$ cat config.mk
export PLATFORM = sky130hd
export DESIGN_NAME = uart_cmd_assembler
export DESIGN_NICKNAME = d
export VERILOG_FILES = /design/src/rtl/uart_cmd_pkg.sv /design/src/rtl/cmd_timeout_tmr.sv /design/src/rtl/uart_cmd_assembler.sv
export SDC_FILE = /design/constraint.sdc
export NUM_CORES = 1
export LEC_CHECK = 0
export ABC_AREA = 1
export CAP_MARGIN = 10
export CORE_ASPECT_RATIO = 0.7
export CORE_UTILIZATION = 49
export CTS_CLUSTER_DIAMETER = 60
export CTS_CLUSTER_SIZE = 30
export DETAILED_ROUTE_END_ITERATION = 8
export GPL_TIMING_DRIVEN = 0
export PLACE_DENSITY = 0.76
export REMOVE_ABC_BUFFERS = 1
export SYNTH_ARGS = -nofsm -noshare
export SYNTH_HDL_FRONTEND = slang
export SYNTH_HIERARCHICAL = 1
export SYNTH_SLANG_ARGS = --single-unit
$ cat constraint.sdc
create_clock -name clk -period 1.5 [get_ports clk]
set_clock_uncertainty 0.05 [all_clocks]
set_input_delay 0.3 -clock clk [delete_from_list [all_inputs] [get_ports clk]]
set_output_delay 0.3 -clock clk [all_outputs]
set_load 0.005 [all_outputs]
$ cat src/rtl/uart_cmd_pkg.sv
// Shared types and constants for the UART byte-to-command assembler.
// Timing defaults assume a 50 MHz clock and 2604 clocks per baud.
package uart_cmd_pkg;

    typedef enum logic {
        IDLE,
        COLLECT
    } asm_state_t;

    localparam int BAUD_CLKS        = 2604;
    localparam int DEF_CMD_BYTES    = 3;
    localparam int DEF_TIMEOUT_CLKS = 65104;

endpackage

$ cat src/rtl/cmd_timeout_tmr.sv
// Inter-byte watchdog timer. It counts while enabled and restarts on clear.
// It saturates at its last value, so it can never wrap into a false second expiry.
module cmd_timeout_tmr
    import uart_cmd_pkg::*;
#(
    parameter int TIMEOUT_CLKS = DEF_TIMEOUT_CLKS
) (
    input  logic clk,
    input  logic rst_n,
    input  logic clear,
    input  logic enable,
    output logic expire
);

    localparam int TW = (TIMEOUT_CLKS > 1) ? $clog2(TIMEOUT_CLKS) : 1;
    localparam logic [TW-1:0] LAST = TW'(TIMEOUT_CLKS - 1);

    logic [TW-1:0] count;

    // Held at zero whenever disabled, so each COLLECT period starts from a fresh count.
    always_ff @(posedge clk or negedge rst_n) begin
        if (!rst_n) begin
            count <= '0;
        end else if (clear || !enable) begin
            count <= '0;
        end else if (count != LAST) begin
            count <= count + TW'(1);
        end
    end

    assign expire = enable && (count == LAST);

endmodule

$ cat src/rtl/uart_cmd_assembler.sv
// Packs CMD_BYTES UART bytes, MSB first, into a command word with a held ready flag.
// An inter-byte timeout drops partial commands so framing recovers after a lost byte.
module uart_cmd_assembler
    import uart_cmd_pkg::*;
#(
    parameter int CMD_BYTES    = DEF_CMD_BYTES,
    parameter int TIMEOUT_CLKS = DEF_TIMEOUT_CLKS
) (
    input  logic                   clk,
    input  logic                   rst_n,
    input  logic                   rx_rdy,
    input  logic [7:0]             rx_data,
    output logic                   clr_rx_rdy,
    output logic [8*CMD_BYTES-1:0] cmd,
    output logic                   cmd_rdy,
    input  logic                   clr_cmd_rdy,
    output logic                   ovr,
    output logic                   tmo
);

    localparam int W  = 8 * CMD_BYTES;
    localparam int CW = $clog2(CMD_BYTES + 1);
    localparam logic [CW-1:0] LAST_BYTE = CW'(CMD_BYTES - 1);

    asm_state_t    state, next_state;
    logic [CW-1:0] byte_cnt, next_cnt;
    logic [W-1:0]  asm_reg;
    logic [W-1:0]  asm_shifted;
    logic          accept, complete, expire, timed_out, load, dropped;

    // Gated by rst_n so the strobe to the UART is also low while the block is held in reset.
    assign accept      = rx_rdy && rst_n;
    assign clr_rx_rdy  = accept;
    assign asm_shifted = (asm_reg << 8) | W'(rx_data);
    assign complete    = accept && (byte_cnt == LAST_BYTE);
    assign load        = complete && (!cmd_rdy || clr_cmd_rdy);
    assign dropped     = complete && cmd_rdy && !clr_cmd_rdy;

    cmd_timeout_tmr #(
        .TIMEOUT_CLKS(TIMEOUT_CLKS)
    ) u_tmr (
        .clk   (clk),
        .rst_n (rst_n),
        .clear (accept),
        .enable(state == COLLECT),
        .expire(expire)
    );

    always_ff @(posedge clk or negedge rst_n) begin
        if (!rst_n) begin
            state    <= IDLE;
            byte_cnt <= '0;
        end else begin
            state    <= next_state;
            byte_cnt <= next_cnt;
        end
    end

    // An accept in the expiry cycle takes priority, so a late-but-legal byte is never dropped.
    always_comb begin
        next_state = state;
        next_cnt   = byte_cnt;
        timed_out  = 1'b0;
        case (state)
            IDLE: begin
                if (accept) begin
                    if (complete) begin
                        next_cnt = '0;
                    end else begin
                        next_state = COLLECT;
                        next_cnt   = CW'(1);
                    end
                end
            end
            COLLECT: begin
                if (accept) begin
                    if (complete) begin
                        next_state = IDLE;
                        next_cnt   = '0;
                    end else begin
                        next_cnt = byte_cnt + CW'(1);
                    end
                end else if (expire) begin
                    next_state = IDLE;
                    next_cnt   = '0;
                    timed_out  = 1'b1;
                end
            end
            default: begin
                next_state = IDLE;
                next_cnt   = '0;
            end
        endcase
    end

    // cmd is a second buffer: collection continues while the consumer still owns the previous word.
    always_ff @(posedge clk or negedge rst_n) begin
        if (!rst_n) begin
            asm_reg <= '0;
            cmd     <= '0;
            cmd_rdy <= 1'b0;
            ovr     <= 1'b0;
            tmo     <= 1'b0;
        end else begin
            if (accept) begin
                asm_reg <= asm_shifted;
            end
            if (load) begin
                cmd     <= asm_shifted;
                cmd_rdy <= 1'b1;
            end else if (clr_cmd_rdy) begin
                cmd_rdy <= 1'b0;
            end
            ovr <= dropped;
            tmo <= timed_out;
        end
    end

endmodule

==> metrics.txt, run 1 <==
Relative slew margins=0.709; TNS Setup=0 ps; First DRT Iteration DRCs=284; Pins Over Slew Limit=0; Required @ worst endpoint=1730 ps; Total Nets Final=429; First-pass DRT Iterations=5; WL/cell=15.6 microns; die area=0.00616 sq mm; Longest Clk Path Bufs=2; top cells by area, synth=dfrtp_1 (54%), nand2_1 (15%), nand3_1 (7.0%); GPL Wtd Cong=0.862; PwrDens=1420 mW/mm^2; via/cell ratio=5.43; antenna violations before repair=0; asr flop ratio synth=1.00; Hold Fails Final Rpt=0; Initial Util=0.528; core footprint=0.00542 sq mm; Commonest cells post-synth=nand2_1 (118), dfrtp_1 (62), nand3_1 (40); Yosys top cell area share=0.541; hpwl dp=3.82 mm; R2R Path End=byte_cnt[0]$_DFFE_PN0P_; drt total wl=7.68 mm; crit path launch type=flop; Main synth FF type=dfrtp_1; fmax=677 MHz; row count=22; vias in the first global route=2502; status=complete, no violations; switching share of total power=0.306; most frequent CP cell=nand2_2; Total GRT Usage=0.263; fillers=405; Diodes inserted=0; Ys Warns=6; kind of cell adding the most delay to the critical path=simple AND/OR/NAND/NOR gates; crit-path max FO=3; largest net degree at the start of global routing=33; CTS tree=done; Peak VDD IR=0.000827 V; Clock Latency Late Sink=340 ps; Sequential Power Share=0.447; WHS Endpoint=byte_cnt[0]$_DFFE_PN0P_; CP Capture Type=flop; Die H=66.0 microns; clk sinks=62; Remaining DRCs=0; TritonCTS Buffers=9; r2r setup slk=20 ps; R2R cell count=9; IO Port Bufs=39; H-tree Lvls=3; Syn Area/Cell=8.23 sq um; number of flip-flops in the largest register=24; min-delay src=rst_n; worst slew pin tran=434 ps; clock share of power=0.282; first-pass GRT wire length=11.9 mm; post-layout min period=1480 ps; Seq/Total Area, Yosys=0.541; count leader, synth=nand2_1; Multi-input gate area=0.00120 sq mm; number of max-cap violations=0; Synth Register Bits=62; period utilisation layout=0.985; Register Area=0.00156 sq mm; pre-CTS setup slack=-1600 ps; leading area contributor after synthesis=dfrtp_1; Congestion Overflow GR=0; Worst EP arrival=1700 ps; worst hold path type=primary input to flop; mapped cell area=0.00287 sq mm; CP max stage cell=dfrtp_2; internal power=3.74 mW; DRT antenna net count=0; clock root cell=clkbuf_8; worst hold path stage count=5; vias=2673; Ports=40; layout cell share with drive strength beyond 1=0.198; worst setup margin=23.2 ps; Psw=1.64 mW; final setup fails=0; static leakage=2.00 nW; Post-synth EDFFs=0; P&R area growth vs syn=32.6%; Bufs and invs on worst path=0; width of the die=93.4 microns; Gate power share=0.270; Critical Path Max Stage Delay=460 ps; Unique masters post-synth=23; Clk pin slew, worst setup/hold paths=60 ps; Post-Syn Instances=348; worst-path cell chain=nor2_4 > nand2_2 > nor2_2 > nand2_1 > nor2_2 > nand2_2 > nand2_2 > nand3_1 > nand2_1; CP Class=flop to flop; R2R Path Start=u_tmr/count[5]$_DFFE_PN0P_
-- final cells by class --
type / count / area share
clock buffers: 12 / 0.0435
clock inverters: 3 / 0.0112
inverters: 33 / 0.0336
multi-input cells: 244 / 0.317
flip-flops and latches: 62 / 0.410
well taps: 72 / 0.0237
repair buffers: 65 / 0.159
repair inverters: 1 / 0.00132
-- cell usage in the layout (no fill, tap or decap), types with 6 or more instances in the layout --
cell type | Yosys | final
nor2_4 | 2 | 7
clkbuf_8 | 0 | 12
o21ai_0 | 16 | 16
nand4_1 | 7 | 7
clkdlybuf4s50_1 | 0 | 9
nor2_1 | 33 | 28
dlygate4sd2_1 | 0 | 28
a21oi_1 | 6 | 6
nand2_2 | 6 | 10
nand3_1 | 40 | 39
nand2_1 | 118 | 113
inv_1 | 32 | 29
buf_4 | 2 | 22
dfrtp_1 | 62 | 57
nor2_2 | 5 | 6
-- tightest hold or removal path, stage by stage --
cell and delay, ps:
buf_16 100, nand3_1 70, nand2_1 60, nand3_1 60, nand2_1 60
-- metal layers --
layer  vias to the layer above  wire, microns  GRT usage  part of all wire
li1                       1242              -          -                 -
met5                         -              0          0                 0
met4                         0            247      0.121             0.032
met1                      1255           3170      0.338              0.41
met3                        27            672     0.0782             0.088
met2                       149           3590      0.412              0.47
-- cell families after synthesis --
logic type | synth area share
simple gates | 0.335
flops | 0.541
buf+inv | 0.0751
compound gates | 0.0406
xor+xnor | 0.00306
fa+ha+maj | 0.00437
-- per-stage QoR --
stage | hold WS (ps) | instance area (sq um) | utilization | power (mW) | cells
floorplan | -45.6 | 2770 | - | 2.96 | 337
global placement | 403 | 3250 | 0.600 | 3.78 | 448
detailed placement | 388 | 3250 | 0.600 | 3.83 | 448
CTS | 276 | 3660 | 0.675 | 5.33 | 482
global route | 292 | 3800 | 0.701 | 5.69 | 492
finish | 289 | 3800 | 0.701 | 5.38 | 492
-- timing repair --
| action | CTS | global route |
|---|---|---|
| endpoints found under the hold margin | 62 | 0 |
| hold buffers | 3 | 0 |
| gates resized for setup | 44 | 21 |
| buffers inserted | 12 | 10 |
| endpoints found under the setup margin | 90 | 28 |
| pin swaps | 2 | 8 |
| cloned | 4 | 0 |
-- power by group through the flow --
stage / clock network [mW] / registers [mW] / logic, mW
after global routing: 1.61 / 2.45 / 1.62
final: 1.52 / 2.41 / 1.45
after detailed placement: 0 / 2.43 / 1.40
after floorplan: 0 / 2.42 / 0.542
after CTS: 1.53 / 2.39 / 1.41
after global placement: 0 / 2.41 / 1.36
-- how the worst max path moves through the flow --
stage | cells after the start | endpoint | start | slack, ps
2_1_floorplan | 7 | u_tmr/count[4]$_DFFE_PN0P_ | rx_rdy | -220
3_3_place_gp | 4 | clr_rx_rdy | rst_n | -4160
3_5_place_dp | 4 | clr_rx_rdy | rst_n | -1600
4_1_cts | 6 | cmd[15]$_DFFE_PN0P_ | clr_cmd_rdy | 3
5_1_grt | 9 | byte_cnt[0]$_DFFE_PN0P_ | u_tmr/count[5]$_DFFE_PN0P_ | -40
6_report | 9 | byte_cnt[0]$_DFFE_PN0P_ | u_tmr/count[5]$_DFFE_PN0P_ | 20
Note: power is estimated with default switching activity, not from simulation.
==> run 2: changes to the inputs <==
Settings changed: CORE_UTILIZATION 49 to 24, GPL_ROUTABILITY_DRIVEN from default to 0, PLACE_DENSITY 0.76 to default.
==> run 2 against run 1 <==
Net effect:
- first-iteration DRC count fell by 43%
- non-clock buffer count is 1 higher
- sequential power barely moved
- setup slack improved by 40 ps
- total power is 8.2% higher
- largest cell class unchanged
- die area is 100% higher
==> metrics.txt, run 2 (synthesis gave the netlist of run 1 again) <==
Clk pin slew, worst setup/hold paths=50 ps (about the same); most frequent CP cell=nand2_1; layout cell share with drive strength beyond 1=0.199 (+0.00143); largest net degree at the start of global routing=33 (unchanged); Clock Latency Late Sink=330 ps (about the same); Relative slew margins=0.702 (-0.00680); vias in the first global route=2364 (-5.5%); Required @ worst endpoint=1710 ps (-20 ps); worst hold path type=primary input to flop; status=complete, no violations; worst slew pin tran=444 ps (+10.1 ps); First DRT Iteration DRCs=162 (-43%); Finished Core Util=0.352 (-0.348); width of the die=133 microns (+42%); CP Capture Type=flop; Longest Clk Path Bufs=2 (unchanged); Congestion Overflow GR=0 (unchanged); core footprint=0.0113 sq mm (+110%); antenna violations before repair=0 (unchanged); crit-path max FO=4 (+1); first-pass GRT wire length=12.1 mm (+1.3%); final setup fails=0 (unchanged); clk sinks=62 (unchanged); number of max-cap violations=0 (unchanged); worst setup margin=62.7 ps (+39.5 ps); Worst path depth=9 (unchanged); Tot Pwr=5.82 mW (+8.2%); R2R Path Start=u_tmr/count[1]$_DFFE_PN0P_; vias=2496 (-6.6%); Total GRT Usage=0.127 (-0.135); hpwl dp=4.14 mm (+8.3%); First-pass DRT Iterations=4 (-1); RSZ-0062 raised after global routing=true; fillers=1131 (+180%); PwrDens=1460 mW/mm^2 (+3.1%); post-layout min period=1440 ps (-39.5 ps); critical path startpoint=u_tmr/count[1]$_DFFE_PN0P_; most frequent cells in the layout=nand2_1 (115), dfrtp_1 (56), nand3_1 (39); cell area after layout=0.00399 sq mm (+5.0%); row count=32 (+45%); Post-DP Area=0.00335 sq mm (+3.1%); CP endpoint=byte_cnt[0]$_DFFE_PN0P_; period utilisation layout=0.958 (-0.0264); via/cell ratio=4.34 (-20%); Total Nets Final=430 (+0.23%); Peak VDD IR=0.000669 V (-19%); drt total wl=7.42 mm (-3.4%); P&R area growth vs syn=39.2%; crit path launch type=flop; Diodes inserted=0 (unchanged); Ports=40 (unchanged); worst-path cell chain=ha_4 > nand3_4 > nor2_4 > nand2_1 > nor2_2 > nand2_2 > nand2_1 > nand3_1 > nand2_1; Critical Path Max Stage Delay=390 ps (-70 ps); CTS tree=done; R2R Path End=byte_cnt[0]$_DFFE_PN0P_; pre-CTS setup slack=-1650 ps (-57.9 ps); Register Area=0.00156 sq mm (about the same); CP max stage cell=dfrtp_1; Die H=93.4 microns (+42%); H-tree Lvls=3 (unchanged); IO Port Bufs=39 (unchanged); commonest non-fill, non-tap cell in the layout=nand2_1; fmax=696 MHz (+2.8%); Worst EP arrival=1650 ps (-50 ps); Hold Fails Final Rpt=0 (unchanged); r2r setup slk=60 ps (+40 ps); Initial Util=0.253 (-0.276); Multi-input gate area=0.00120 sq mm (-0.21%); R2R cell count=9 (unchanged); static leakage=2.04 nW (+2.0%); Pins Over Slew Limit=0 (unchanged); WL/cell=12.9 microns (-17%); die area=0.0124 sq mm (+100%); kind of cell adding the most delay to the critical path=simple AND/OR/NAND/NOR gates; CP Class=flop to flop; clock root cell=clkbuf_16; Remaining DRCs=0 (unchanged); TritonCTS Buffers=9 (unchanged); number of flip-flops in the largest register=24 (unchanged); Bufs and invs on worst path=0 (unchanged); DRT antenna net count=0 (unchanged)
run 2: routing by layer:
| layer | wire [microns] | vias to the layer above | global-route usage |
|---|---|---|---|
| met4 | 48 | 0 | 0.0326 |
| met5 | 0 | - | 0 |
| met3 | 434 | 5 | 0.0390 |
| li1 | - | 1241 | - |
| met2 | 3230 | 78 | 0.188 |
| met1 | 3700 | 1172 | 0.179 |
run 2: where the power goes:
group          switching [mW]  internal, mW
logic                   0.723         0.717
registers               0.270          2.12
clock network           0.724          1.27
total                    1.72          4.11
run 2: layout make-up:
| cell class | instances | share of cell area |
|---|---|---|
| flip-flops and latches | 62 | 0.391 |
| multi-input cells | 244 | 0.301 |
| repair buffers | 66 | 0.154 |
| clock buffers | 9 | 0.0565 |
| well taps | 153 | 0.0480 |
| inverters | 33 | 0.0320 |
| clock inverters | 7 | 0.0163 |
| repair inverters | 1 | 0.00125 |
run 2: tightest hold or removal path: cells and delay by family:
family,cells,cell delay [ps]
buf+inv,1,90
simple gates,4,270
run 2: timing repair:
item / CTS / global route
setup buffers: 9 / 14
pin swaps: 2 / 7
resized for setup: 48 / 16
hold buffers: 3 / 0
setup endpoints to repair: 90 / 28
endpoints found under the hold margin: 62 / 0
gates cloned: 4 / 0
run 2: worst min-delay path by stage:
stage	slack [ps]	startpoint	endpoint	cells past startpoint
after floorplan	-50	rst_n	asm_reg[0]$_DFFE_PN0P_	0
after global placement	410	cmd[1]$_DFFE_PN0P_	cmd[1]$_DFFE_PN0P_	2
after detailed placement	400	rst_n	byte_cnt[0]$_DFFE_PN0P_	1
after CTS	310	rst_n	byte_cnt[0]$_DFFE_PN0P_	5
after global routing	360	rst_n	byte_cnt[0]$_DFFE_PN0P_	5
final	330	rst_n	byte_cnt[0]$_DFFE_PN0P_	5
run 2: metrics by stage:
stage	hold slack [ps]	TNS, ps	instances
2_1_floorplan	-45.6	-1670	337
3_3_place_gp	406	-361750	529
3_5_place_dp	404	-71090	529
4_1_cts	306	0	561
5_1_grt	359	-17.3	575
6_report	328	0	575
==> run 3: changes to the inputs <==
Settings changed: PLACE_DENSITY from default to 0.46.
==> run 3 against run 2 <==
Net effect:
- clock power is 12% higher
- non-clock buffer count is 2 higher
- critical endpoint is now byte_cnt[1]$_DFFE_PN0P_
- highest routed layer unchanged
- wire length is 6.8% higher
==> metrics.txt, run 3 (synthesis gave the netlist of run 1 again) <==
status=complete, no violations; period utilisation layout=0.930 (-0.0279); Diodes inserted=0 (unchanged); IO Port Bufs=39 (unchanged); PwrDens=1500 mW/mm^2 (+3.0%); worst slew pin tran=452 ps (+8.04 ps); vias in the first global route=2400 (+1.5%); die area=0.0124 sq mm (unchanged); TritonCTS Buffers=9 (unchanged); post-layout min period=1400 ps (-41.9 ps); hold_ws=302 ps (-26.0 ps); fmax=717 MHz (+3.0%); crit path launch type=flop; Post-DP Area=0.00335 sq mm (unchanged); First DRT Iteration DRCs=107 (-34%); antenna violations before repair=0 (unchanged); clk sinks=62 (unchanged); via/cell ratio=4.32 (-0.47%); Clock Latency Late Sink=330 ps (about the same); row count=32 (unchanged); worst hold path type=primary input to flop; P&R area growth vs syn=41.2%; width of the die=133 microns (unchanged); Peak VDD IR=0.000554 V (-17%); largest net degree at the start of global routing=33 (unchanged); Tot Pwr=6.08 mW (+4.4%); first-pass GRT wire length=12.7 mm (+5.4%); final std cells w/o fill=577 (+0.35%); DP Cell Count=529 (unchanged); Ports=40 (unchanged); commonest non-fill, non-tap cell in the layout=nand2_1; number of max-cap violations=0 (unchanged); cell area after layout=0.00405 sq mm (+1.4%); hpwl dp=4.24 mm (+2.3%); CP Capture Type=flop; Remaining DRCs=0 (unchanged); Die H=93.4 microns (unchanged); final setup fails=0 (unchanged); Total GRT Usage=0.139 (+0.0116); WL/cell=13.7 microns (+6.4%); First-pass DRT Iterations=4 (unchanged); core footprint=0.0113 sq mm (unchanged); drt total wl=7.92 mm (+6.8%); layout cell share with drive strength beyond 1=0.198 (-0.000939); most frequent cells in the layout=nand2_1 (113), dfrtp_1 (57), nand3_1 (39); Required @ worst endpoint=1660 ps (-50 ps); Hold Fails Final Rpt=0 (unchanged); Initial Util=0.253 (unchanged); H-tree Lvls=3 (unchanged); Pins Over Slew Limit=0 (unchanged); Longest Clk Path Bufs=2 (unchanged); crit-path max FO=5 (+1); Clk pin slew, worst setup/hold paths=50 ps (about the same); Total Nets Final=432 (+0.47%); fillers=1201 (+6.2%); Congestion Overflow GR=0 (unchanged); number of flip-flops in the largest register=24 (unchanged); Relative slew margins=0.697 (-0.00539); DRT antenna net count=0 (unchanged); CTS tree=done; TNS Setup=0 ps (unchanged); vias=2493 (-0.12%); static leakage=2.06 nW (+1.2%); RSZ-0062 raised after global routing=true; Worst EP arrival=1550 ps (-100 ps); clock root cell=clkbuf_16; CP Class=flop to flop
[run 3: cell types whose count changed in the layout (fill, tap and decap cells not counted), sizes merged]
cell,previous run,this run
bufinv,1,2
buf,26,28
clkbuf,9,12
clkinv,4,2
clkinvlp,4,2
[run 3: final cells by class]
type	count	area [sq um]	share of cell area
Sequential cell	62	1560	0.385
Multi-Input combinational cell	244	1220	0.301
Timing Repair Buffer	68	628	0.155
Clock buffer	12	246	0.0609
Tap cell	153	191	0.0473
Inverter	33	128	0.0315
Clock inverter	4	70.1	0.0173
Timing Repair inverter	1	5.00	0.00124
[run 3: stage by stage]
step | worst slack (ps) | util
detailed placement | -1730 | 0.296
global placement | -4520 | 0.296
global route | -26.6 | 0.357
finish | 105 | 0.357
floorplan | -223 | -
CTS | 5.43 | 0.346
[run 3: report_power, final]
part | leakage, nW | switching [mW] | internal [mW]
Clock | 0.157 | 0.731 | 1.49
Sequential | 0.797 | 0.284 | 2.12
Combinational | 1.11 | 0.695 | 0.758
Total | 2.06 | 1.71 | 4.37
[run 3: final timing paths]
| kind | cells after the start | from | end | slack [ps] |
|---|---|---|---|---|
| setup / recovery | 8 | u_tmr/count[4]$_DFFE_PN0P_ | byte_cnt[1]$_DFFE_PN0P_ | 100 |
| hold / removal | 5 | rst_n | byte_cnt[0]$_DFFE_PN0P_ | 300 |
| setup reg to reg | 8 | u_tmr/count[4]$_DFFE_PN0P_ | byte_cnt[1]$_DFFE_PN0P_ | 100 |
| hold reg to reg | 2 | cmd[10]$_DFFE_PN0P_ | cmd[10]$_DFFE_PN0P_ | 410 |
| max in group asynchronous | 2 | rst_n | u_tmr/count[6]$_DFFE_PN0P_ | 630 |
| min in group asynchronous | 3 | rst_n | state$_DFF_PN0_ | 480 |
[run 3: timing repair]
item                       CTS  global route
hold endpoints to repair    62             0
gates cloned                 4             0
setup endpoints to repair   90            29
resized for setup           48            18
pin swaps                    3            10
hold buffers                 3             0
buffers inserted            14            11
[run 3: routing by layer]
| layer | routed length (microns) | vias up | global-route usage |
|---|---|---|---|
| met5 | 0 | - | 0 |
| met4 | 102 | 0 | 0.0498 |
| met3 | 418 | 7 | 0.0423 |
| met2 | 3300 | 55 | 0.200 |
| met1 | 4100 | 1191 | 0.194 |
| li1 | - | 1240 | - |
[run 3: worst max-delay path, cell delays in order (launching register included)]
cell	delay, ps
dfrtp_2	450
nor2_4	140
nand2_2	80
nor2_2	120
nand2_2	80
nor2_4	120
nand2_2	80
nand2_2	80
o21ai_0	70
